`src/rtl/cdb_arbiter.sv`:
```
`default_nettype none
// ============================================================================
//  Module   : cdb_arbiter
//  Purpose  : Round-robin arbiter placing FU completions onto N_CDB registered
//             common-data-bus slots; squashes all grants while flush is high.
//  Revision : 1.0
// ============================================================================
module cdb_arbiter #(
    parameter int N_FU  = 4,
    parameter int N_CDB = 2,
    parameter int TAG_W = 6,
    parameter int XLEN  = 32,
    localparam int PTR_W = (N_FU > 1) ? $clog2(N_FU) : 1
) (
    input  logic                   clock,
    input  logic                   reset,
    input  logic                   flush,
    input  logic [N_FU-1:0]        fu_valid,
    input  logic [N_FU*TAG_W-1:0]  fu_tag,
    input  logic [N_FU-1:0]        fu_take_branch,
    input  logic [N_FU*XLEN-1:0]   fu_br_target,
    output logic [N_FU-1:0]        fu_grant,
    output logic [N_CDB-1:0]       cdb_valid,
    output logic [N_CDB*TAG_W-1:0] cdb_tag,
    output logic [N_CDB-1:0]       cdb_take_branch,
    output logic [N_CDB*XLEN-1:0]  cdb_br_target,
    output logic [PTR_W-1:0]       rr_ptr
);

    localparam int              CNT_W  = $clog2(N_CDB + 1);
    localparam logic [PTR_W:0]  C_N_FU = (PTR_W + 1)'(N_FU);
    localparam logic [CNT_W-1:0] C_N_CDB = CNT_W'(N_CDB);

    logic [TAG_W-1:0] tag_w [N_FU];
    logic [XLEN-1:0]  tgt_w [N_FU];
    logic [N_FU-1:0]  eligible;

    generate
        for (genvar i = 0; i < N_FU; i++) begin : g_unpack
            assign tag_w[i]    = fu_tag[i*TAG_W +: TAG_W];
            assign tgt_w[i]    = fu_br_target[i*XLEN +: XLEN];
            assign eligible[i] = fu_valid[i] && (tag_w[i] != '0);
        end
    endgenerate

    logic [N_CDB-1:0] cdb_valid_q, cdb_valid_d;
    logic [N_CDB*TAG_W-1:0] cdb_tag_q, cdb_tag_d;
    logic [N_CDB-1:0] cdb_br_q, cdb_br_d;
    logic [N_CDB*XLEN-1:0] cdb_tgt_q, cdb_tgt_d;
    logic [PTR_W-1:0] rr_ptr_q, rr_ptr_d;

    logic [N_FU-1:0]  grant;
    logic [PTR_W-1:0] slot_src [N_CDB];
    logic [PTR_W-1:0] last_idx;
    logic [CNT_W-1:0] n_won;
    logic [PTR_W:0]   pos;
    logic [PTR_W:0]   pos_nxt;
    logic [PTR_W-1:0] idx;
    logic             blocked;

    assign blocked = reset || flush;

    // Circular scan from rr_ptr; the k-th eligible FU found lands in slot k.
    always_comb begin
        grant       = '0;
        cdb_valid_d = '0;
        last_idx    = rr_ptr_q;
        n_won       = '0;
        pos         = '0;
        idx         = '0;
        for (int k = 0; k < N_CDB; k++) begin
            slot_src[k] = '0;
        end
        for (int j = 0; j < N_FU; j++) begin
            pos = {1'b0, rr_ptr_q} + (PTR_W + 1)'(j);
            if (pos >= C_N_FU) begin
                pos = pos - C_N_FU;
            end
            idx = pos[PTR_W-1:0];
            if (!blocked && eligible[idx] && (n_won < C_N_CDB)) begin
                grant[idx] = 1'b1;
                for (int k = 0; k < N_CDB; k++) begin
                    if (n_won == CNT_W'(k)) begin
                        cdb_valid_d[k] = 1'b1;
                        slot_src[k]    = idx;
                    end
                end
                n_won    = n_won + 1'b1;
                last_idx = idx;
            end
        end
    end

    always_comb begin
        pos_nxt = {1'b0, last_idx} + 1'b1;
        if (pos_nxt >= C_N_FU) begin
            pos_nxt = '0;
        end
        rr_ptr_d = (grant != '0) ? pos_nxt[PTR_W-1:0] : rr_ptr_q;
    end

    // Empty slots broadcast all-zero fields so the null tag is seen downstream.
    always_comb begin
        cdb_tag_d = '0;
        cdb_br_d  = '0;
        cdb_tgt_d = '0;
        for (int k = 0; k < N_CDB; k++) begin
            if (cdb_valid_d[k]) begin
                cdb_tag_d[k*TAG_W +: TAG_W] = tag_w[slot_src[k]];
                cdb_br_d[k]                 = fu_take_branch[slot_src[k]];
                cdb_tgt_d[k*XLEN +: XLEN]   = tgt_w[slot_src[k]];
            end
        end
    end

    always_ff @(posedge clock) begin
        if (reset) begin
            cdb_valid_q <= '0;
            cdb_tag_q   <= '0;
            cdb_br_q    <= '0;
            cdb_tgt_q   <= '0;
            rr_ptr_q    <= '0;
        end else begin
            cdb_valid_q <= cdb_valid_d;
            cdb_tag_q   <= cdb_tag_d;
            cdb_br_q    <= cdb_br_d;
            cdb_tgt_q   <= cdb_tgt_d;
            rr_ptr_q    <= rr_ptr_d;
        end
    end

    assign fu_grant        = grant;
    assign cdb_valid       = cdb_valid_q;
    assign cdb_tag         = cdb_tag_q;
    assign cdb_take_branch = cdb_br_q;
    assign cdb_br_target   = cdb_tgt_q;
    assign rr_ptr          = rr_ptr_q;

endmodule
`default_nettype wire

```
`config.mk`:
```
export PLATFORM = sky130hd
export DESIGN_NAME = cdb_arbiter
export DESIGN_NICKNAME = d
export VERILOG_FILES = /design/src/rtl/cdb_arbiter.sv
export SDC_FILE = /design/constraint.sdc
export NUM_CORES = 1
export LEC_CHECK = 0
export ABC_AREA = 1
export CAP_MARGIN = 20
export CORE_AREA = 2 2 131 107
export CTS_CLUSTER_SIZE = 8
export DETAILED_ROUTE_END_ITERATION = 7
export DIE_AREA = 0 0 133 109
export GPL_ROUTABILITY_DRIVEN = 0
export GPL_TIMING_DRIVEN = 0
export MAX_ROUTING_LAYER = met4
export PLACE_DENSITY = 0.91
export SYNTH_ARGS = -nofsm -noshare
export SYNTH_HDL_FRONTEND = slang
export SYNTH_SLANG_ARGS = --single-unit
```
`constraint.sdc`:
```
create_clock -name clock -period 8.7 [get_ports clock]
set_input_delay 1.74 -clock clock [delete_from_list [all_inputs] [get_ports clock]]
set_output_delay 1.74 -clock clock [all_outputs]
set_load 0.01 [all_outputs]
```
==> results of run 1 <==
[final cells by class]
type	count	area (um^2)	area share, %
clock inverter	5	30.0	0.327
tap	180	225	2.45
clock buffer	11	243	2.64
buffer	75	439	4.78
timing repair buffer	248	2480	27.0
inverter	176	673	7.33
sequential	82	1640	17.9
multi-input combinational	693	3450	37.5
[path summary, 6_finish.rpt]
check | startpoint | endpoint | slack [ns]
setup / recovery | fu_tag[20] | fu_grant[0] | 1.86
hold / removal | rr_ptr[1] | rr_ptr[1] | 0.85
setup reg to reg | rr_ptr[0] | cdb_br_target[55] | 4.57
hold reg to reg | rr_ptr[1] | rr_ptr[1] | 0.85
[per-layer routing]
metal	GRT usage [%]	share of wire, %	up-vias
met3	8.09	13	97
met5	-	0	-
li1	-	-	3828
met4	16.4	3.9	0
met1	41.8	39	3660
met2	54.4	44	723
[Yosys cell counts]
library cell,number
nand3_1,336
nand2_1,192
inv_1,168
a21oi_1,84
dfxtp_1,82
buf_2,27
nor2_1,21
clkbuf_1,17
nand2_2,14
nand3_2,14
buf_6,13
buf_1,11
ha_1,8
buf_4,7
inv_2,7
o21ai_0,7
o21ai_1,3
nand4_2,2
nand4_4,2
nor2_4,2
a21oi_2,1
a31oi_2,1
and2_1,1
clkinv_8,1
nand2_4,1
nor2_2,1
nor2_8,1
nor3_1,1
o22ai_1,1
[worst min-delay path: stages (launching register included)]
cell,delay (ns)
dfxtp_1,0.43
inv_2,0.19
nand3_1,0.10
nand2_1,0.06
nor2_1,0.04
[power breakdown]
group          switching, uW  internal, uW  leakage (uW)  total, uW
logic                    785           526       0.00357       1310
clock network            167           200      0.000131        367
registers               28.6           457      0.000671        485
total                    980          1180       0.00437       2160
[stage by stage]
stage | setup WS, ns | hold WS (ns) | total power, uW | instance area (um^2)
final | 1.86 | 0.852 | 2160 | 9180
after global routing | 1.66 | 0.906 | 2290 | 9180
after CTS | 1.91 | 0.856 | 2130 | 9180
after detailed placement | 1.92 | 0.843 | 1760 | 8910
after global placement | 1.98 | 0.841 | 1740 | 8910
after floorplan | 3.22 | 0.743 | 1290 | 6200
[logic make-up after synthesis]
group,Yosys count
flip-flops,82
AO/OA/AOI/OAI,97
adder cells (fa/ha/maj),8
buffers and inverters,251
AND/OR/NAND/NOR,588
[registers in the layout (all words and copies together), names as in the netlist]
name             count
rr_ptr               2
cdb_valid            2
cdb_br_target       64
cdb_tag             12
cdb_take_branch      2
==> results.sh, run 1 <==
export IMPL_status="complete, no violations"
export IMPL_setup_worst_path_class="in -> out"
export IMPL_dr_pass1_iters=6
export IMPL_final_common_cell="nand3_1"
export IMPL_antenna_found_initial=0
export IMPL_synth_fa_ha_area_share_pct=1.61
export IMPL_crit_chain="clkdlybuf4s50_1, nor2_1, nand3_1, nand3_2, nand3_1, nand2_2, nor2_4, ha_1, nor3_1, nand2_2, nor2_8, nand2_2, nand2_4, buf_6, nand2_1, o21ai_1, clkdlybuf4s50_1"
export IMPL_cts_tree="built"
export IMPL_synth_xor_area_share_pct=0
export IMPL_grt_pass1_wl_mm=38.4
export IMPL_fillers=1119
export IMPL_synth_cells=1026
export IMPL_worstHoldPathType="reg -> reg"
export IMPL_crit_path_max_incr_delay_ns=0.57
export IMPL_netlist_area_leader_share_pct=27.1
export IMPL_critPathArrivalTime_ns=5.10
export IMPL_max_cap_violations=0
export IMPL_critPathMaxFanout=10
export IMPL_synth_simple_area_share_pct=45.9
export IMPL_path_depth=17
export IMPL_post_route_util_pct=69.2
export IMPL_post_cts_buffers=0
export IMPL_crit_buf_inv=3
export IMPL_fmax_mhz=146
export IMPL_drtIter0Drc=876
export IMPL_setup_viol=0
export IMPL_wl_mm=24.8
export IMPL_initial_core_util_pct=46.7
export IMPL_clkSlewWorstSetupHoldPaths_ns=0.07
export IMPL_grt_max_degree=14
export IMPL_cts_buffers=9
export IMPL_cts_htree_levels=3
export IMPL_power_density_nw_per_um2=236
export IMPL_tightest_slew_ns=0.592
export IMPL_fp_dieW_um=133
export IMPL_die_h_um=109
export IMPL_synth_top_family_by_area="simple AND/OR/NAND/NOR gates"
export IMPL_dp_cells=1454
export IMPL_clock_path_buffers=2
export IMPL_ant_nets=0
export IMPL_first_global_vias=7741
export IMPL_hold_viol=0
export IMPL_clkLatencyLatePin_ns=0.35
export IMPL_setup_tns_ns=0
export IMPL_ys_types=29
export IMPL_cts_resized=0
export IMPL_dieArea_um2=14500
export IMPL_critPathMostFrequentCell="nand2_2"
export IMPL_rows=38
export IMPL_avgSynthCellArea_um2=6.04
export IMPL_slew_headroom_pct=60.6
export IMPL_root_buffer="clkbuf_16"
export IMPL_synth_area_um2=6200
export IMPL_min_period_over_period_pct=78.6
export IMPL_yosysTopAreaCell="nand3_1"
export IMPL_start_kind="input port"
export IMPL_rsz0062_at_grt="false"
export IMPL_syn_to_final_growth_pct=48.1
export IMPL_syn_nets=1197
export IMPL_synth_warnings=0
export IMPL_final_nets=1456
export IMPL_cp_required_ns=6.96
export IMPL_ys_top_cells_by_area="nand3_1 (27%), dfxtp_1 (26%), nand2_1 (12%), inv_1 (10%), a21oi_1 (6.8%)"
export IMPL_synthMuxAreaShare_pct=0
export IMPL_viasPerCell=5.65
export IMPL_peakVddDrop_mv=0.177
export IMPL_grtUsageTotal_pct=34.4
export IMPL_cp_end_kind="output pin"
export IMPL_clock_skew_final_ns=0.0137
export IMPL_reg2reg_depth=20
export IMPL_diodes=0
export IMPL_slew_viol_final=0
export IMPL_hold_buffers=0
export IMPL_grt_overflow=0
export IMPL_port_buffers=248
export IMPL_mostFrequentLayoutCells="nand3_1 (336), clkdlybuf4s50_1 (248), nand2_1 (192), inv_1 (168), a21oi_1 (84)"
export IMPL_ys_seq_elements=82
export IMPL_p_leak_uw=0.00437
export IMPL_ios=249
export IMPL_cts_sinks=82
export IMPL_fin_crit_ns=6.84
export IMPL_dp_final_hpwl_mm=18.4
export IMPL_final_cells=1470
export IMPL_drc_errors=0
export IMPL_hold_path_depth=4
export IMPL_final_layout_size_suffix_gt1_share_pct=8.45
export IMPL_design_core_area_um2=13300
export IMPL_seq_area_frac_synth_pct=26.5
export IMPL_slowest_stage="clkdlybuf4s50_1"
export IMPL_synth_compound_area_share_pct=8.03
export IMPL_num_vias=8308
export IMPL_wl_per_cell_um=16.9
export IMPL_crit_family="simple AND/OR/NAND/NOR gates"
No activity file was read; power rests on OpenSTA's default activity.
==> run 2, diff against run 1 <==
--- a/config.mk
+++ b/config.mk
@@ -7,14 +7,14 @@
 export LEC_CHECK = 0
 export ABC_AREA = 1
 export CAP_MARGIN = 20
-export CORE_AREA = 2 2 131 107
+export CORE_AREA = 2 2 143 117
 export CTS_CLUSTER_SIZE = 8
 export DETAILED_ROUTE_END_ITERATION = 7
-export DIE_AREA = 0 0 133 109
+export DIE_AREA = 0 0 145 119
 export GPL_ROUTABILITY_DRIVEN = 0
 export GPL_TIMING_DRIVEN = 0
 export MAX_ROUTING_LAYER = met4
-export PLACE_DENSITY = 0.91
+export PLACE_DENSITY = 0.82
 export SYNTH_ARGS = -nofsm -noshare
 export SYNTH_HDL_FRONTEND = slang
 export SYNTH_SLANG_ARGS = --single-unit
==> constraint.sdc (replaced) <==
create_clock -name clock -period 5.5 [get_ports clock]
set_input_delay 1.1 -clock clock [delete_from_list [all_inputs] [get_ports clock]]
set_output_delay 1.1 -clock clock [all_outputs]
set_load 0.01 [all_outputs]
==> run 2 against run 1 <==
Compared with the run above: sequential power increased by 58%; critical path depth unchanged; count of clock-buffer cells in the layout decreased by 2; clock power increased by 100%; global-route usage decreased by 5.3 points; combinational power increased by 61%; routed wire length increased by 3.6%; core utilization decreased by 11 points; register-to-register slack got worse by 3.2 ns; total power increased by 67%; hold slack improved by 0.023 ns; die area increased by 19%.
==> results.sh, run 2 (same netlist as run 1, synthesis figures left out) <==
export IMPL_syn_to_final_growth_pct=51.2
export IMPL_final_nets=1460
export IMPL_setup_tns_ns=0
export IMPL_critPathMaxFanout=10
export IMPL_largest_reg_flops=64
export IMPL_cts_buffers=9
export IMPL_grt_max_degree=15
export IMPL_antenna_found_initial=0
export IMPL_dr_pass1_iters=8
export IMPL_cts_tree="built"
export IMPL_wl_mm=25.7
export IMPL_first_global_vias=7667
export IMPL_fin_crit_ns=5.32
export IMPL_viasPerCell=5.39
export IMPL_cp_end_kind="output pin"
export IMPL_peakVddDrop_mv=0.184
export IMPL_drc_errors=0
export IMPL_setup_worst_path_class="in -> out"
export IMPL_grt_pass1_wl_mm=39.2
export IMPL_rows=42
export IMPL_fillers=1513
export IMPL_status="complete, no violations"
export IMPL_placed_area_um2=8960
export IMPL_hold_viol=0
export IMPL_num_vias=8155
export IMPL_grt_overflow=0
export IMPL_ant_nets=0
export IMPL_r2r_start="rr_ptr[0]"
export IMPL_worstHoldPathType="reg -> reg"
export IMPL_hold_path_depth=5
export IMPL_cts_htree_levels=3
export IMPL_port_buffers=248
export IMPL_grtUsageTotal_pct=29.1
export IMPL_dp_final_hpwl_mm=18.6
export IMPL_final_layout_size_suffix_gt1_share_pct=9.04
export IMPL_initial_core_util_pct=38.7
export IMPL_die_h_um=119
export IMPL_hp_start="rr_ptr[0]"
export IMPL_hold_buffers=0
export IMPL_cts_sinks=82
export IMPL_fmax_mhz=188
export IMPL_hold_end="rr_ptr[0]"
export IMPL_clkSlewWorstSetupHoldPaths_ns=0.06
export IMPL_fp_dieW_um=145
export IMPL_start_kind="input port"
export IMPL_power_density_nw_per_um2=386
export IMPL_design_core_area_um2=16000
export IMPL_slew_viol_final=0
export IMPL_cp_required_ns=4.40
export IMPL_slew_headroom_pct=58.3
export IMPL_reg2reg_depth=21
export IMPL_final_common_cell="nand3_1"
export IMPL_reg2reg_slack_ns=1.37
export IMPL_clock_skew_final_ns=0.00598
export IMPL_ios=249
export IMPL_fin_area_um2=9370
export IMPL_dieArea_um2=17300
export IMPL_diodes=0
export IMPL_regToRegEndpoint="cdb_br_target[12]"
export IMPL_power_uw=3620
export IMPL_clkLatencyLatePin_ns=0.35
export IMPL_clock_path_buffers=2
export IMPL_max_cap_violations=0
export IMPL_mostFrequentLayoutCells="nand3_1 (335), clkdlybuf4s50_1 (248), nand2_1 (192), inv_1 (168), a21oi_1 (84)"
export IMPL_wl_per_cell_um=17.0
export IMPL_min_period_over_period_pct=96.8
export IMPL_setup_viol=0
export IMPL_drtIter0Drc=1045
export IMPL_critPathArrivalTime_ns=4.22
export IMPL_p_leak_uw=0.00444
export IMPL_tightest_slew_ns=0.626
export IMPL_root_buffer="clkbuf_16"
==> run 2: critical path, stage by stage <==
cell	delay, ns
clkdlybuf4s50_1	0.42
nor2_1	0.15
nand3_1	0.18
nand3_2	0.12
nand3_1	0.12
nand2_2	0.11
nor2_4	0.06
ha_1	0.25
nor3_4	0.23
nand2_2	0.12
nor2_8	0.16
nand2_2	0.10
nand2_4	0.10
buf_6	0.16
nand2_1	0.12
o21ai_2	0.16
clkdlybuf4s50_1	0.55
==> run 2: per-layer routing <==
layer	routed length [um]	part of all wire, %	GRT usage, %	vias up
met1	10400	40	36.3	3674
met2	11800	46	47.1	572
li1	-	-	-	3841
met5	0	0	-	-
met3	2790	11	5.79	68
met4	767	3.0	10.4	0
==> run 2: stage by stage <==
stage,cells,hold WS (ns),worst slack (ns),utilization (%)
4_1_cts,1510,0.862,0.0233,58.2
3_3_place_gp,1494,0.850,0.0647,55.9
3_5_place_dp,1494,0.844,0.0374,55.9
6_report,1514,0.875,0.176,58.5
5_1_grt,1514,0.926,-0.00253,58.5
2_1_floorplan,1026,0.743,1.30,-
==> run 2: worst max path at each step <==
stage | cells after the start | end | startpoint
2_1_floorplan | 15 | fu_grant[0] | fu_tag[20]
3_3_place_gp | 17 | fu_grant[0] | fu_tag[11]
3_5_place_dp | 17 | fu_grant[0] | fu_tag[11]
4_1_cts | 17 | fu_grant[0] | fu_tag[20]
5_1_grt | 17 | fu_grant[0] | fu_tag[17]
6_report | 17 | fu_grant[0] | fu_tag[20]
==> run 2: cell type report <==
cell class	count	area (um^2)	share of cell area [%]
Buffer	75	439	4.68
Clock buffer	9	225	2.40
Clock inverter	7	141	1.51
Inverter	176	673	7.18
Multi-Input combinational cell	693	3470	37.0
Sequential cell	82	1640	17.5
Tap cell	220	275	2.94
Timing Repair Buffer	252	2510	26.8
==> run 2: where the power goes <==
| group | internal (uW) | switching [uW] |
|---|---|---|
| clock | 490 | 258 |
| sequential | 722 | 44.7 |
| combinational | 838 | 1270 |
| total | 2050 | 1570 |
==> run 2: repair_timing <==
action | 4_1_cts | 5_1_grt
endpoints found under the setup margin | 0 | 4
buffers inserted | 0 | 4
gates resized for setup | 0 | 4
